===== src/rtl/flag_unit_if.sv =====
// Condition-flag bus between the EX/ID pipeline stages and flag_unit.
// The master modport drives the EX/ID side; the slave modport is flag_unit itself.
interface flag_unit_if;
    logic        ex_valid;
    logic [3:0]  ex_opcode;
    logic [15:0] ex_result;
    logic        ex_ovfl;
    logic        stall;
    logic        flush;
    logic        id_branch;
    logic [2:0]  flags_q;
    logic [2:0]  id_flags;
    logic        flag_stall;
    logic        halted;
    logic [7:0]  upd_cnt;

    modport master (
        output ex_valid, ex_opcode, ex_result, ex_ovfl, stall, flush, id_branch,
        input  flags_q, id_flags, flag_stall, halted, upd_cnt
    );

    modport slave (
        input  ex_valid, ex_opcode, ex_result, ex_ovfl, stall, flush, id_branch,
        output flags_q, id_flags, flag_stall, halted, upd_cnt
    );
endinterface


===== src/rtl/flag_unit.sv =====
// Purpose: architectural {Z,V,N} flag register, EX->ID flag hazard detect/forward; FLAG_FWD_EN selects forwarding.
// Latency: flags_q one cycle after commit; id_flags/flag_stall combinational (forwarded same cycle when enabled).
// Backpressure: stall/flush suppress commit; without forwarding a flag hazard raises flag_stall for one cycle.
module flag_unit (
    input  logic         clk,
    input  logic         rst,
    flag_unit_if.slave   fu
);
    typedef enum logic {RUN, HALT} state_t;

    localparam logic [3:0] OP_ADD = 4'b0000;
    localparam logic [3:0] OP_SUB = 4'b0001;
    localparam logic [3:0] OP_XOR = 4'b0010;
    localparam logic [3:0] OP_SLL = 4'b0100;
    localparam logic [3:0] OP_SRA = 4'b0101;
    localparam logic [3:0] OP_ROR = 4'b0110;
    localparam logic [3:0] OP_HLT = 4'b1111;

    state_t      state_q, state_d;
    logic [2:0]  flags_q, flags_d;
    logic [7:0]  upd_cnt_q, upd_cnt_d;

    logic        sets_all;
    logic        sets_z;
    logic        in_run;
    logic        issue;
    logic        commit;
    logic        hazard;
    logic [2:0]  merged;

    always_comb begin
        sets_all = (fu.ex_opcode == OP_ADD) || (fu.ex_opcode == OP_SUB);
        sets_z   = sets_all || (fu.ex_opcode == OP_XOR) || (fu.ex_opcode == OP_SLL)
                   || (fu.ex_opcode == OP_SRA) || (fu.ex_opcode == OP_ROR);
        in_run   = (state_q == RUN);
        issue    = fu.ex_valid && !fu.stall && !fu.flush;
        commit   = issue && in_run && sets_z;
        hazard   = fu.id_branch && fu.ex_valid && !fu.flush && sets_z && in_run;

        // Z-only ops keep the held V and N bits.
        merged   = sets_all ? {(fu.ex_result == 16'h0000), fu.ex_ovfl, fu.ex_result[15]}
                            : {(fu.ex_result == 16'h0000), flags_q[1:0]};

        flags_d   = commit ? merged : flags_q;
        upd_cnt_d = (commit && (upd_cnt_q != 8'hFF)) ? upd_cnt_q + 8'd1 : upd_cnt_q;
        state_d   = (in_run && issue && (fu.ex_opcode == OP_HLT)) ? HALT : state_q;
    end

    always_ff @(posedge clk) begin
        if (rst) begin
            state_q   <= RUN;
            flags_q   <= 3'b000;
            upd_cnt_q <= 8'h00;
        end else begin
            state_q   <= state_d;
            flags_q   <= flags_d;
            upd_cnt_q <= upd_cnt_d;
        end
    end

    assign fu.flags_q = flags_q;
    assign fu.upd_cnt = upd_cnt_q;
    assign fu.halted  = (state_q == HALT);

`ifdef FLAG_FWD_EN
    assign fu.id_flags   = (hazard && !fu.stall) ? merged : flags_q;
    assign fu.flag_stall = 1'b0;
`else
    assign fu.id_flags   = flags_q;
    assign fu.flag_stall = hazard;
`endif
endmodule


===== src/flat_wrapper.sv =====
// flat-port wrapper written by rule: the top's interface ports become plain ports
module flag_unit_flat 
  (clk, rst, fu_ex_valid, fu_ex_opcode, fu_ex_result, fu_ex_ovfl, fu_stall, fu_flush, fu_id_branch, fu_flags_q, fu_id_flags, fu_flag_stall, fu_halted, fu_upd_cnt);
  flag_unit_if fu_i ();
  input  logic clk;
  input  logic rst;
  input wire logic [$bits(fu_i.ex_valid)-1:0] fu_ex_valid;
  input wire logic [$bits(fu_i.ex_opcode)-1:0] fu_ex_opcode;
  input wire logic [$bits(fu_i.ex_result)-1:0] fu_ex_result;
  input wire logic [$bits(fu_i.ex_ovfl)-1:0] fu_ex_ovfl;
  input wire logic [$bits(fu_i.stall)-1:0] fu_stall;
  input wire logic [$bits(fu_i.flush)-1:0] fu_flush;
  input wire logic [$bits(fu_i.id_branch)-1:0] fu_id_branch;
  output wire logic [$bits(fu_i.flags_q)-1:0] fu_flags_q;
  output wire logic [$bits(fu_i.id_flags)-1:0] fu_id_flags;
  output wire logic [$bits(fu_i.flag_stall)-1:0] fu_flag_stall;
  output wire logic [$bits(fu_i.halted)-1:0] fu_halted;
  output wire logic [$bits(fu_i.upd_cnt)-1:0] fu_upd_cnt;
  assign fu_i.ex_valid = fu_ex_valid;
  assign fu_i.ex_opcode = fu_ex_opcode;
  assign fu_i.ex_result = fu_ex_result;
  assign fu_i.ex_ovfl = fu_ex_ovfl;
  assign fu_i.stall = fu_stall;
  assign fu_i.flush = fu_flush;
  assign fu_i.id_branch = fu_id_branch;
  assign fu_flags_q = fu_i.flags_q;
  assign fu_id_flags = fu_i.id_flags;
  assign fu_flag_stall = fu_i.flag_stall;
  assign fu_halted = fu_i.halted;
  assign fu_upd_cnt = fu_i.upd_cnt;
  flag_unit u_core (.clk(clk), .rst(rst), .fu(fu_i));
endmodule

===== config.mk =====
export PLATFORM = sky130hd
export DESIGN_NAME = flag_unit_flat
export DESIGN_NICKNAME = d
export VERILOG_FILES = /design/src/rtl/flag_unit_if.sv /design/src/rtl/flag_unit.sv /design/src/flat_wrapper.sv
export SDC_FILE = /design/constraint.sdc
export NUM_CORES = 1
export LEC_CHECK = 0
export CORE_MARGIN = 3
export CORE_UTILIZATION = 37
export DETAILED_ROUTE_END_ITERATION = 10
export PLACE_DENSITY = 0.83
export SETUP_SLACK_MARGIN = 0.02
export SLEW_MARGIN = 20
export SYNTH_ARGS = -nofsm -noshare
export SYNTH_HDL_FRONTEND = slang
export SYNTH_SLANG_ARGS = --single-unit
export TNS_END_PERCENT = 20

===== constraint.sdc =====
create_clock -name clk -period 2.55 [get_ports clk]
set_input_delay 0.51 -clock clk [delete_from_list [all_inputs] [get_ports clk]]
set_output_delay 0.51 -clock clk [all_outputs]
set_load 0.01 [all_outputs]

# Word level (Yosys, flattened, before mapping)
# Cells that the tools add are included.
# classes
bitwise_logic	1
eq_ne	7
addsub	1
reduce_logical	20
# ops
op	count
$logic_not A16 Y1	1
$eq A4 B3 Y1 const B	3
$logic_and A1 B1 Y1	10
$add A8 B1 Y8 const B	1
$ne A8 B8 Y1 const B	1
$logic_or A1 B1 Y1	5
$eq A4 B1 Y1 const B	1
$eq A4 B2 Y1 const B	1
$eq A4 B4 Y1 const B	1
$logic_not A4 Y1	1
$logic_not A1 Y1	2
$reduce_and A2 Y1	1
$not A1 Y1	1
# totals
in_bits	27
ff_bits	12
output_inout_bits	16

# Longest topological paths before layout
# logic_depth
ltp_word	8
ltp_mapped	5

# Worst setup path after synthesis
# OpenSTA, ideal clock, no wires.
# synth_timing
path_type	input-to-reg
startpoint	input port fu_stall
endpoint	register u_core.upd_cnt_q[7], in the netlist u_core.fu.upd_cnt[7]
path_buffers	0
required_time_ns	2.480
setup_ns	0.070
arrival_ns	1.726
stages	4
slack_ns	0.754
path_cell_list	nor4b_4 > nand4_2 > or4_1 > a21oi_1
# synth_via
elab_chain_cells	6
# synth_lines
item	line_no	source
from (decl)	flat_wrapper.sv:11	input wire logic [$bits(fu_i.stall)-1:0] fu_stall;
$logic_not A1 Y1	flag_unit.sv:36	issue = fu.ex_valid && !fu.stall && !fu.flush;
$logic_and A1 B1 Y1 (2 in a row)	flag_unit.sv:36	
$logic_and A1 B1 Y1 (2 in a row)	flag_unit.sv:37	commit = issue && in_run && sets_z;
$logic_and A1 B1 Y1	flag_unit.sv:45	upd_cnt_d = (commit && (upd_cnt_q != 8'hFF)) ? upd_cnt_q + 8'd1 : upd_cnt_q;
to (signal assigned)	flag_unit.sv:57	upd_cnt_q <= upd_cnt_d;
to (decl)	flag_unit.sv:21	logic [7:0] upd_cnt_q, upd_cnt_d;
# No other way between the ends.
# A chain may end at the register's enable or synchronous reset.

# Final worst setup path
# layout_timing
startpoint	input port fu_flush
endpoint	output port fu_flag_stall
# layout_via
elab_chain_cells	4
# layout_lines
item	line_no	source
from (decl)	flat_wrapper.sv:12	input wire logic [$bits(fu_i.flush)-1:0] fu_flush;
$logic_not A1 Y1	flag_unit.sv:38	hazard = fu.id_branch && fu.ex_valid && !fu.flush && sets_z && in_run;
$logic_and A1 B1 Y1 (3 in a row)	flag_unit.sv:38	
to (decl)	flat_wrapper.sv:16	output wire logic [$bits(fu_i.flag_stall)-1:0] fu_flag_stall;
# No other way between the ends.

==> impl_metrics.env <==
export IMPL_status="finished clean"
export IMPL_drv_slew=0
export IMPL_postSynthCellCount=72
export IMPL_worstMarginPinSlew_ns=0.456
export IMPL_crit_type="in -> out"
export IMPL_yosysWarnings=0
export IMPL_cts_buffers_inserted=3
export IMPL_cp_required_ns=2.04
export IMPL_placed_cell_area_sq_mm=0.00108
export IMPL_wl_per_cell_um=13.6
export IMPL_skew_ns=0.00364
export IMPL_area_growth_pct=71.3
export IMPL_setup_viol=0
export IMPL_die_height_um=47.9
export IMPL_hold_buffers=0
export IMPL_synth_nets=100
export IMPL_syn_area_sq_um=651
export IMPL_start_util_pct=41.3
export IMPL_clkLatencyLatePin_ns=0.27
export IMPL_hold_viol_final=0
export IMPL_max_cap_violations=0
export IMPL_seq_area_frac_synth_pct=36.9
export IMPL_vdd_ir_drop_max_mv=0.236
export IMPL_cp_slowest_stage_delay_ns=0.52
export IMPL_synth_edf_count=0
export IMPL_tns_ns=0
export IMPL_antenna_found_initial=0
export IMPL_core_area_sq_mm=0.00158
export IMPL_grt_remaining_overflow=0
export IMPL_cp_start_kind="input port"
export IMPL_max_freq_mhz=423
export IMPL_power_density_mw_per_mm2=361
export IMPL_fin_crit_ns=2.36
export IMPL_async_flop_share_pct=0
export IMPL_drt_first_iter_violations=13
export IMPL_design_area_sq_mm=0.00111
export IMPL_cts_root_buf="clkbuf_4"
export IMPL_io_buffers=42
export IMPL_cts_resized_gates=0
export IMPL_remaining_drc_errors=0
export IMPL_dieArea_sq_mm=0.00230
export IMPL_cts_setup_buffers=0
export IMPL_vias_per_cell=5.55
export IMPL_min_path_type="reg -> reg"
export IMPL_drive_gt1_share_pct=10.3
export IMPL_crit_top_cell="clkdlybuf4s50_1"
export IMPL_num_rows=14
export IMPL_grt_pass1_vias=680
export IMPL_dpl_hpwl_um=1420
export IMPL_drt_first_pass_iters=4
export IMPL_path_cells="clkdlybuf4s50_1 -> nor3b_1 -> and3_1 -> clkdlybuf4s50_1"
export IMPL_fin_crit_sh_pct=92.7
export IMPL_grt_usage_pct=16.7
export IMPL_ys_flop_type="dfxtp_1"
export IMPL_gp_congestion=0.784
export IMPL_synth_seq_cells=12
export IMPL_rsz0062_at_grt="no"
export IMPL_antenna_left=0
export IMPL_synthDistinctLibCells=30
export IMPL_clock_sinks=12
export IMPL_ctsLongestPathBuffers=2
export IMPL_wl_um=1800
export IMPL_h_tree_depth=1
export IMPL_nNetsFinal=146
export IMPL_cp_max_fo=2
export IMPL_num_vias=738
export IMPL_grt_max_degree=13
export IMPL_io_pins=43
export IMPL_fp_dieW_um=47.9
export IMPL_cp_slowest_cell="clkdlybuf4s50_1"
export IMPL_grt_pass1_wl_um=2800
export IMPL_antenna_diode_count=0
export IMPL_end_kind="output pin"
export IMPL_cts_tree="done"
export IMPL_critPathArrivalTime_ns=1.85
export IMPL_slew_headroom_pct=69.5
export IMPL_clk_pin_slew_ns=0.08
export IMPL_avgSynthCellArea_sq_um=9.04
export IMPL_leakagePower_uw=0.000395
[stage by stage]
stage               hold slack [ns]  worst slack, ns  power [uW]  std cells  utilization [%]
finish                        0.475            0.186         403        133             70.7
global route                  0.505            0.114         419        133             70.7
CTS                           0.478            0.181         407        133             70.7
detailed placement            0.467            0.182         257        129             68.4
global placement              0.463            0.219         255        129             68.4
floorplan                     0.493            0.754         207         72                -
[cell type report]
class / instances / area, sq um
clock buffer: 4 / 36.3
fill: 123 / 462
multi-input combinational: 56 / 375
sequential: 12 / 240
tap: 16 / 20.0
timing repair buffer: 45 / 443
[cells by family (layout without fill, tap and decap cells)]
| group | count (synthesis) | in the layout | share of synthesized area [%] |
|---|---|---|---|
| flops | 12 | 12 | 36.9 |
| mux | 4 | 4 | 6.15 |
| buf+inv | 4 | 49 | 5.38 |
| compound gates | 14 | 14 | 13.1 |
| fa+ha+maj | 1 | 1 | 1.92 |
| xor+xnor | 2 | 2 | 2.69 |
| simple gates | 35 | 35 | 33.8 |
[worst max-delay path, delay by kind of cell]
family / cells / cell delay (ns)
and+or+nand+nor: 2 / 0.36
buffers and inverters: 2 / 0.98
[synthesized netlist by cell type (2+ instances only)]
cell       count  share of area, %
nand4_1        3               2.9
mux2i_1        4               6.2
nor3_1         2               1.5
and3_1         2               1.9
nor2_1         7               4.0
a21oi_1        6               4.6
nand2_1        5               2.9
nor4_1         4               3.8
o21ai_0        3               2.3
dfxtp_1       12                37
xor2_1         2               2.7
buf_4          3               3.5
o2111ai_1      2               2.7
[cell usage in the layout, fill, tap and decap left out, types with 2 or more instances in the layout]
master / Yosys / routed
o2111ai_1: 2 / 2
nand4_1: 3 / 3
dfxtp_1: 12 / 12
clkbuf_4: 0 / 3
nand2_1: 5 / 5
and3_1: 2 / 2
nor3_1: 2 / 2
a21oi_1: 6 / 6
xor2_1: 2 / 2
nor2_1: 7 / 7
o21ai_0: 3 / 3
buf_4: 3 / 3
nor4_1: 4 / 4
clkdlybuf4s50_1: 0 / 42
mux2i_1: 4 / 4
[registers in the layout (all words and copies together), names as in the netlist]
| register | flops |
|---|---|
| u_core.fu.halted | 1 |
| u_core.fu.flags_q | 3 |
| u_core.fu.upd_cnt | 8 |
[worst paths after layout]
path,startpoint,endpoint,slack [ns],depth (start not counted)
max,fu_flush,fu_flag_stall,0.19,4
min,u_core.fu.flags_q[2],u_core.fu.flags_q[2],0.48,2
max reg2reg,u_core.fu.halted,u_core.fu.upd_cnt[7],0.82,4
min reg2reg,u_core.fu.flags_q[2],u_core.fu.flags_q[2],0.48,2
[layer usage]
metal  vias to the layer above  track usage (%)  routed length (um)
li1                        362                -                   -
met1                       337             17.6                 698
met2                        39             32.7                 922
met3                         0             4.51                 182
met4                         0             3.23                   0
met5                         -                0                   0
[power by group]
group          internal (uW)  switching, uW  total [uW]
sequential               188           1.09         189
combinational           44.3           18.5        62.8
clock                   86.7           64.2         151
total                    319           83.8         403
No activity file was read; power rests on OpenSTA's default activity.
